--- src/rtl/hazard_pkg.sv ---
// Shared types and constants for the pipeline hazard controller.
// Latency: n/a (types only).
// Backpressure: n/a.
package hazard_pkg;

   // wb_sel encodings of the instruction in E
   localparam logic [1:0] WB_ALU = 2'b00;
   localparam logic [1:0] WB_MEM = 2'b01;   // result comes from data memory (load)
   localparam logic [1:0] WB_PC4 = 2'b10;
   localparam logic [1:0] WB_IMM = 2'b11;

   // Longest branch-dependency stall; sizes the stall down-counter
   localparam int MAX_BR_WAIT = 2;
   localparam int CNT_W       = $clog2(MAX_BR_WAIT + 1);

   typedef enum logic [1:0] {
      S_RUN     = 2'd0,
      S_LDUSE   = 2'd1,
      S_BRWAIT  = 2'd2,
      S_MEMWAIT = 2'd3
   } state_e;

   // The seven per-stage stall/flush strobes
   typedef struct packed {
      logic stall_f;
      logic stall_d;
      logic flush_d;
      logic flush_e;
      logic stall_e;
      logic stall_m;
      logic flush_w;
   } hz_ctrl_t;

endpackage

--- src/rtl/hazard_detect.sv ---
// Combinational hazard terms between D and the producers in E and M.
// Latency: 0 cycles (purely combinational).
// Backpressure: none; consumed by hazard_ctrl.
// Ports: D-stage source regs/uses/branch flag, E and M destination info in;
//        ld_E, alu_E_br, dep_M_br out.
module hazard_detect
   import hazard_pkg::*;
(
   input  logic [4:0] rs1_addr_D,
   input  logic [4:0] rs2_addr_D,
   input  logic       rs1_used_D,
   input  logic       rs2_used_D,
   input  logic       is_branch_D,
   input  logic [4:0] rd_addr_E,
   input  logic       rd_wren_E,
   input  logic [1:0] wb_sel_E,
   input  logic [4:0] rd_addr_M,
   input  logic       rd_wren_M,
   output logic       ld_E,
   output logic       alu_E_br,
   output logic       dep_M_br
);

   logic match_E;
   logic match_M;

   // x0 is hard-wired zero, so it never creates a dependency; an rs1 and rs2
   // hit on the same producer collapses into one hazard.
   assign match_E = (rd_addr_E != 5'd0) &&
                    ((rs1_used_D && (rs1_addr_D == rd_addr_E)) ||
                     (rs2_used_D && (rs2_addr_D == rd_addr_E)));
   assign match_M = (rd_addr_M != 5'd0) &&
                    ((rs1_used_D && (rs1_addr_D == rd_addr_M)) ||
                     (rs2_used_D && (rs2_addr_D == rd_addr_M)));

   assign ld_E     = rd_wren_E && (wb_sel_E == WB_MEM) && match_E;
   // Covered by D-stage branch forwarding; reported but never stalls.
   assign alu_E_br = is_branch_D && rd_wren_E && !ld_E && match_E;
   assign dep_M_br = is_branch_D && rd_wren_M && match_M;

endmodule

--- src/rtl/hazard_ctrl.sv ---
// Stall/flush sequencer for the 5-stage RV32I pipeline (F, D, E, M, W).
// Latency: strobes are Mealy (same cycle as the hazard); multi-cycle stalls
//          are sequenced by the FSM and a down-counter.
// Backpressure: i_mem_busy_M freezes F..M and bubbles W; the FSM state and
//          counter are saved on entry and restored when the wait ends.
// Ports: D/E/M hazard info, redirect and mem-busy in; per-stage stall/flush
//        strobes and o_state out.
// Optional: define HAZARD_PERF_CNT_EN to add o_cnt_ldstall, o_cnt_brstall
//           and o_cnt_memstall saturating stall-cycle counters.
module hazard_ctrl
   import hazard_pkg::*;
(
   input  logic       i_clk,
   input  logic       i_rst,
   input  logic [4:0] i_rs1_addr_D,
   input  logic [4:0] i_rs2_addr_D,
   input  logic       i_rs1_used_D,
   input  logic       i_rs2_used_D,
   input  logic       i_is_branch_D,
   input  logic [4:0] i_rd_addr_E,
   input  logic       i_rd_wren_E,
   input  logic [1:0] i_wb_sel_E,
   input  logic [4:0] i_rd_addr_M,
   input  logic       i_rd_wren_M,
   input  logic       i_redirect_E,
   input  logic       i_mem_busy_M,
   output logic       o_stall_F,
   output logic       o_stall_D,
   output logic       o_flush_D,
   output logic       o_flush_E,
   output logic       o_stall_E,
   output logic       o_stall_M,
   output logic       o_flush_W,
`ifdef HAZARD_PERF_CNT_EN
   output logic [31:0] o_cnt_ldstall,
   output logic [31:0] o_cnt_brstall,
   output logic [31:0] o_cnt_memstall,
`endif
   output logic [1:0] o_state
);

   logic ld_E, alu_E_br, dep_M_br;

   hazard_detect u_detect (
      .rs1_addr_D  (i_rs1_addr_D),
      .rs2_addr_D  (i_rs2_addr_D),
      .rs1_used_D  (i_rs1_used_D),
      .rs2_used_D  (i_rs2_used_D),
      .is_branch_D (i_is_branch_D),
      .rd_addr_E   (i_rd_addr_E),
      .rd_wren_E   (i_rd_wren_E),
      .wb_sel_E    (i_wb_sel_E),
      .rd_addr_M   (i_rd_addr_M),
      .rd_wren_M   (i_rd_wren_M),
      .ld_E        (ld_E),
      .alu_E_br    (alu_E_br),
      .dep_M_br    (dep_M_br)
   );

   // ALU->branch in E is resolved by forwarding; kept for visibility only.
   logic unused_alu_e_br;
   assign unused_alu_e_br = alu_E_br;

   state_e            state_q, sav_state_q, state_d, eff_state;
   logic [CNT_W-1:0]  cnt_q, sav_cnt_q, cnt_d, eff_cnt;
   hz_ctrl_t          ctrl;
   logic              ld_cyc, br_cyc, mem_cyc;

   // The first cycle after busy drops still shows S_MEMWAIT, but it already
   // behaves as the saved state so no stall cycle is lost or added.
   assign eff_state = (state_q == S_MEMWAIT) ? sav_state_q : state_q;
   assign eff_cnt   = (state_q == S_MEMWAIT) ? sav_cnt_q   : cnt_q;

   always_comb begin
      ctrl    = '0;
      state_d = eff_state;
      cnt_d   = eff_cnt;
      ld_cyc  = 1'b0;
      br_cyc  = 1'b0;
      mem_cyc = 1'b0;
      if (i_rst) begin
         ctrl.flush_d = 1'b1;
         ctrl.flush_e = 1'b1;
         state_d      = S_RUN;
         cnt_d        = '0;
      end else if (i_mem_busy_M) begin
         // A redirect here is ignored: E/M holds and re-presents it later.
         ctrl.stall_f = 1'b1;
         ctrl.stall_d = 1'b1;
         ctrl.stall_e = 1'b1;
         ctrl.stall_m = 1'b1;
         ctrl.flush_w = 1'b1;
         state_d      = S_MEMWAIT;
         mem_cyc      = 1'b1;
      end else if (i_redirect_E) begin
         // Squashes the stalled instruction, so any pending stall is dropped.
         ctrl.flush_d = 1'b1;
         ctrl.flush_e = 1'b1;
         state_d      = S_RUN;
         cnt_d        = '0;
      end else begin
         case (eff_state)
            S_LDUSE: state_d = S_RUN;
            S_BRWAIT: begin
               if (eff_cnt != '0) begin
                  ctrl.stall_f = 1'b1;
                  ctrl.stall_d = 1'b1;
                  ctrl.flush_e = 1'b1;
                  cnt_d        = eff_cnt - 1'b1;
                  br_cyc       = 1'b1;
               end else begin
                  state_d = S_RUN;
               end
            end
            default: begin
               if (ld_E || dep_M_br) begin
                  ctrl.stall_f = 1'b1;
                  ctrl.stall_d = 1'b1;
                  ctrl.flush_e = 1'b1;
               end
               // A branch behind a load needs the value one stage later than
               // an ALU op would, hence the longer wait.
               if (ld_E && !i_is_branch_D) begin
                  state_d = S_LDUSE;
                  cnt_d   = '0;
                  ld_cyc  = 1'b1;
               end else if (ld_E) begin
                  state_d = S_BRWAIT;
                  cnt_d   = CNT_W'(MAX_BR_WAIT - 1);
                  br_cyc  = 1'b1;
               end else if (dep_M_br) begin
                  state_d = S_BRWAIT;
                  cnt_d   = '0;
                  br_cyc  = 1'b1;
               end
            end
         endcase
      end
   end

   always_ff @(posedge i_clk) begin
      if (i_rst) begin
         state_q     <= S_RUN;
         cnt_q       <= '0;
         sav_state_q <= S_RUN;
         sav_cnt_q   <= '0;
      end else begin
         state_q <= state_d;
         cnt_q   <= cnt_d;
         if (i_mem_busy_M) begin
            sav_state_q <= eff_state;
            sav_cnt_q   <= eff_cnt;
         end
      end
   end

`ifdef HAZARD_PERF_CNT_EN
   logic [31:0] cnt_ld_q, cnt_br_q, cnt_mem_q;

   always_ff @(posedge i_clk) begin
      if (i_rst) begin
         cnt_ld_q  <= '0;
         cnt_br_q  <= '0;
         cnt_mem_q <= '0;
      end else begin
         if (ld_cyc  && (cnt_ld_q  != 32'hFFFF_FFFF)) cnt_ld_q  <= cnt_ld_q  + 32'd1;
         if (br_cyc  && (cnt_br_q  != 32'hFFFF_FFFF)) cnt_br_q  <= cnt_br_q  + 32'd1;
         if (mem_cyc && (cnt_mem_q != 32'hFFFF_FFFF)) cnt_mem_q <= cnt_mem_q + 32'd1;
      end
   end

   assign o_cnt_ldstall  = cnt_ld_q;
   assign o_cnt_brstall  = cnt_br_q;
   assign o_cnt_memstall = cnt_mem_q;
`else
   logic unused_cause;
   assign unused_cause = ld_cyc | br_cyc | mem_cyc;
`endif

   assign o_stall_F = ctrl.stall_f;
   assign o_stall_D = ctrl.stall_d;
   assign o_flush_D = ctrl.flush_d;
   assign o_flush_E = ctrl.flush_e;
   assign o_stall_E = ctrl.stall_e;
   assign o_stall_M = ctrl.stall_m;
   assign o_flush_W = ctrl.flush_w;
   assign o_state   = state_q;

endmodule

--- config.mk ---
export PLATFORM = sky130hd
export DESIGN_NAME = hazard_ctrl
export DESIGN_NICKNAME = d
export VERILOG_FILES = /design/src/rtl/hazard_pkg.sv /design/src/rtl/hazard_detect.sv /design/src/rtl/hazard_ctrl.sv
export SDC_FILE = /design/constraint.sdc
export NUM_CORES = 1
export LEC_CHECK = 0
export CAP_MARGIN = 20
export CELL_PAD_IN_SITES_DETAIL_PLACEMENT = 0
export CELL_PAD_IN_SITES_GLOBAL_PLACEMENT = 1
export CORE_ASPECT_RATIO = 0.75
export CORE_MARGIN = 2
export CORE_UTILIZATION = 27
export CTS_BUF_LIST = sky130_fd_sc_hd__clkbuf_4
export DETAILED_ROUTE_END_ITERATION = 6
export GPL_TIMING_DRIVEN = 0
export PLACE_DENSITY = 0.77
export SLEW_MARGIN = 30
export SYNTH_ARGS = -nofsm -noshare
export SYNTH_HDL_FRONTEND = slang
export SYNTH_SLANG_ARGS = --single-unit
--- constraint.sdc ---
create_clock -name i_clk -period 2.44 [get_ports i_clk]
set_input_delay 0.488 -clock i_clk [delete_from_list [all_inputs] [get_ports i_clk]]
set_output_delay 0.488 -clock i_clk [all_outputs]
set_load 0.02 [all_outputs]
==> impl_metrics.py <==
metrics = {
    "pwr": {
        "ir_worst_vdd_mv": 0.183,
        "power.total_mw": 0.486,
        "p_leak_nw": 0.607,
        "p_per_area_nw_per_um2": 317,
    },
    "worst_setup_path": {
        "startpoint_type": "register",
        "worstPathArrival_ns": 1.90,
        "critPathKind": "reg -> out",
        "cp_max_fo": 6,
        "cp.required_ns": 1.95,
        "cp-end-kind": "output port",
    },
    "route": {
        "wire_per_inst_um": 14.3,
        "route.vias.total": 1023,
        "drtIter0Drc": 80,
        "vias_per_cell": 5.06,
        "drc_errors": 0,
        "drt_wl_total_um": 2900,
        "drtPass1Iterations": 4,
        "antenna_left": 0,
    },
    "floorplanning": {
        "fp.dieW_um": 70.1,
        "rows": 17,
        "num_io_pins": 40,
        "core-area_um2": 3040,
        "dieArea_um2": 3750,
        "chipHeight_um": 53.6,
        "initial_core_util_pct": 29.1,
    },
    "grt": {
        "grt_overflow": 0,
        "grt_pass1_wl_um": 4640,
        "grt_usage_pct": 16.0,
        "antenna_found_initial": 0,
        "grt_pass1_vias": 966,
        "grt_max_degree": 11,
    },
    "finish": {
        "fillers": 300,
        "drive_above_1_share_pct": 29.9,
        "syn_to_final_growth_pct": 73.3,
        "regArea_um2": 168,
        "diodes": 0,
        "multiInputGateArea_um2": 793,
        "finalNonFillerCells": 202,
        "postLayoutCoreUtil_pct": 50.4,
        "fin_nets": 199,
    },
    "yosys": {
        "yosysMostFrequentCell": "xnor2_1",
        "synthTopCellsByCount": "20 x xnor2_1, 10 x nor2_1, 9 x inv_1",
        "synth_top_area_share_pct": 19.8,
        "synth.ff_latch_count": 8,
        "syn_area_um2": 885,
        "syn_avg_cell_area_um2": 7.97,
        "synth_fp_nets": 144,
        "post_synth_inst_count": 111,
        "yosys_warnings": 0,
        "yosys.cell_types.count": 40,
        "synth.area.top_cells": "xnor2_1 20%, dfxtp_1 18%, mux2i_1 4.5%",
        "seq_area_frac_synth_pct": 18.1,
        "synth-main-ff-cell": "dfxtp_1",
        "synth-edff-count": 0,
        "synth_top_area_cell": "xnor2_1",
        "synthArstFlopShare_pct": 0,
    },
    "job": {
        "max-cap-violations": 0,
    },
    "clocking": {
        "ctsHoldBuffers": 0,
        "cts.sinks": 8,
        "insertion_delay_ns": 0.26,
        "cts_tree": "built",
        "clockBufferDepth": 2,
        "cts-root-buf": "clkbuf_4",
        "cts_buffers": 3,
        "clk_pin_slew_ns": 0.05,
        "htreeDepth": 1,
    },
    "timing": {
        "timing.final.crit_share_pct": 98.0,
        "timing.final.crit_period_ns": 2.39,
        "finClkSkew_ns": 0.00817,
        "worst_slew_pin_slew_ns": 0.387,
        "totalNegativeSetupSlack_ns": 0,
        "clock.fmax_ghz": 0.418,
        "setup_viol": 0,
        "rsz0062_at_grt": "true",
        "slew_viol_final": 0,
        "worst_slew_margin_rel_pct": 73.8,
        "hold_viol": 0,
    },
    "place": {
        "gp_congestion": 0.781,
        "dp_cells": 186,
        "dp_hpwl_um": 2220,
        "port_buffers": 37,
    },
    "hold_path": {
        "hold_path.class": "reg -> reg",
    },
    "run_status": {
        "status": "complete, no violations",
    },
}
-- power breakdown --
part,internal (mW),total (mW),switching (mW)
logic,0.127,0.241,0.115
registers,0.135,0.142,0.00651
clock network,0.0564,0.103,0.0467
-- cells in the final DEF (no fill, tap or decap), types with 2 or more instances in the layout --
cell / synthesis / layout
nand4_1: 4 / 4
buf_4: 3 / 18
xnor2_1: 20 / 20
nor2_1: 10 / 10
nor3b_1: 2 / 2
dlygate4sd2_1: 0 / 16
o22ai_4: 0 / 2
a311o_1: 2 / 2
nand2_1: 7 / 7
clkdlybuf4s50_1: 0 / 14
buf_2: 0 / 2
dfxtp_4: 0 / 2
dfxtp_1: 8 / 6
a21boi_4: 0 / 2
clkbuf_4: 0 / 3
inv_1: 9 / 8
clkbuf_2: 0 / 2
mux2i_1: 4 / 4
buf_6: 0 / 2
nor3_1: 3 / 2
-- repair_timing --
item | in CTS | in global routing
resized for setup | 65 | 8
cloned | 0 | 0
buffers inserted | 10 | 4
pin swaps | 13 | 10
hold endpoints to repair | 0 | 0
endpoints found under the setup margin | 5 | 5
-- cells by family (layout without fill, tap and decap cells) --
| kind of cell | count (synthesis) | in the layout | share of synthesized area (%) |
|---|---|---|---|
| and+or+nand+nor | 35 | 35 | 20.2 |
| AOI/OAI and AO/OA | 27 | 27 | 25.6 |
| adders and majority gates | 2 | 2 | 2.83 |
| DFF | 8 | 8 | 18.1 |
| buffers and inverters | 14 | 67 | 7.21 |
| muxes | 5 | 5 | 6.22 |
| xor gates and xnor gates | 20 | 20 | 19.8 |
-- path summary, 6_finish.rpt --
check | startpoint | end | cells after the start | slack, ns
worst min-delay path | sav_state_q[1] | sav_state_q[1] | 2 | 0.51
worst max-delay path | o_state[1] | o_flush_E | 7 | 0.05
worst min register to register | sav_state_q[1] | sav_state_q[1] | 2 | 0.51
worst max register to register | o_state[1] | o_state[0] | 7 | 0.58
-- worst max-delay path, stage by stage (launching register included) --
cell and delay (ns):
dfxtp_4 0.39, a21boi_4 0.26, ha_4 0.24, buf_4 0.14, and2_1 0.15, a32oi_4 0.17, a31oi_1 0.11, buf_4 0.18
-- registers in the layout, indices dropped and copies added, names as in the netlist --
| signal | count |
|---|---|
| sav_state_q | 2 |
| cnt_q | 2 |
| sav_cnt_q | 2 |
| o_state | 2 |
-- per-layer routing --
metal	GRT usage, %	share of wire [%]	vias up	routed length (µm)
met5	0	0	-	0
met4	0.962	0	0	0
met3	3.37	3.3	0	96
met2	27.9	49	25	1430
met1	21.8	47	489	1370
li1	-	-	509	-
-- area by class of cell --
cell class                      instances  share of cell area [%]
Buffer                                  4                    1.63
Clock buffer                            3                    1.47
Inverter                                9                    2.20
Multi-Input combinational cell         89                    51.8
Sequential cell                         8                    10.9
Tap cell                               38                    3.10
Timing Repair Buffer                   51                    28.9
-- per-stage QoR --
step / cell area [µm²] / hold WS, ns / worst slack (ns)
finish: 1530 / 0.506 / 0.0488
detailed placement: 1320 / 0.498 / -0.933
floorplan: 902 / 0.460 / 0.0732
global placement: 1320 / 0.478 / -0.945
global route: 1530 / 0.543 / -0.0552
CTS: 1490 / 0.511 / 0.00128
(Power assumes the default switching activity.)
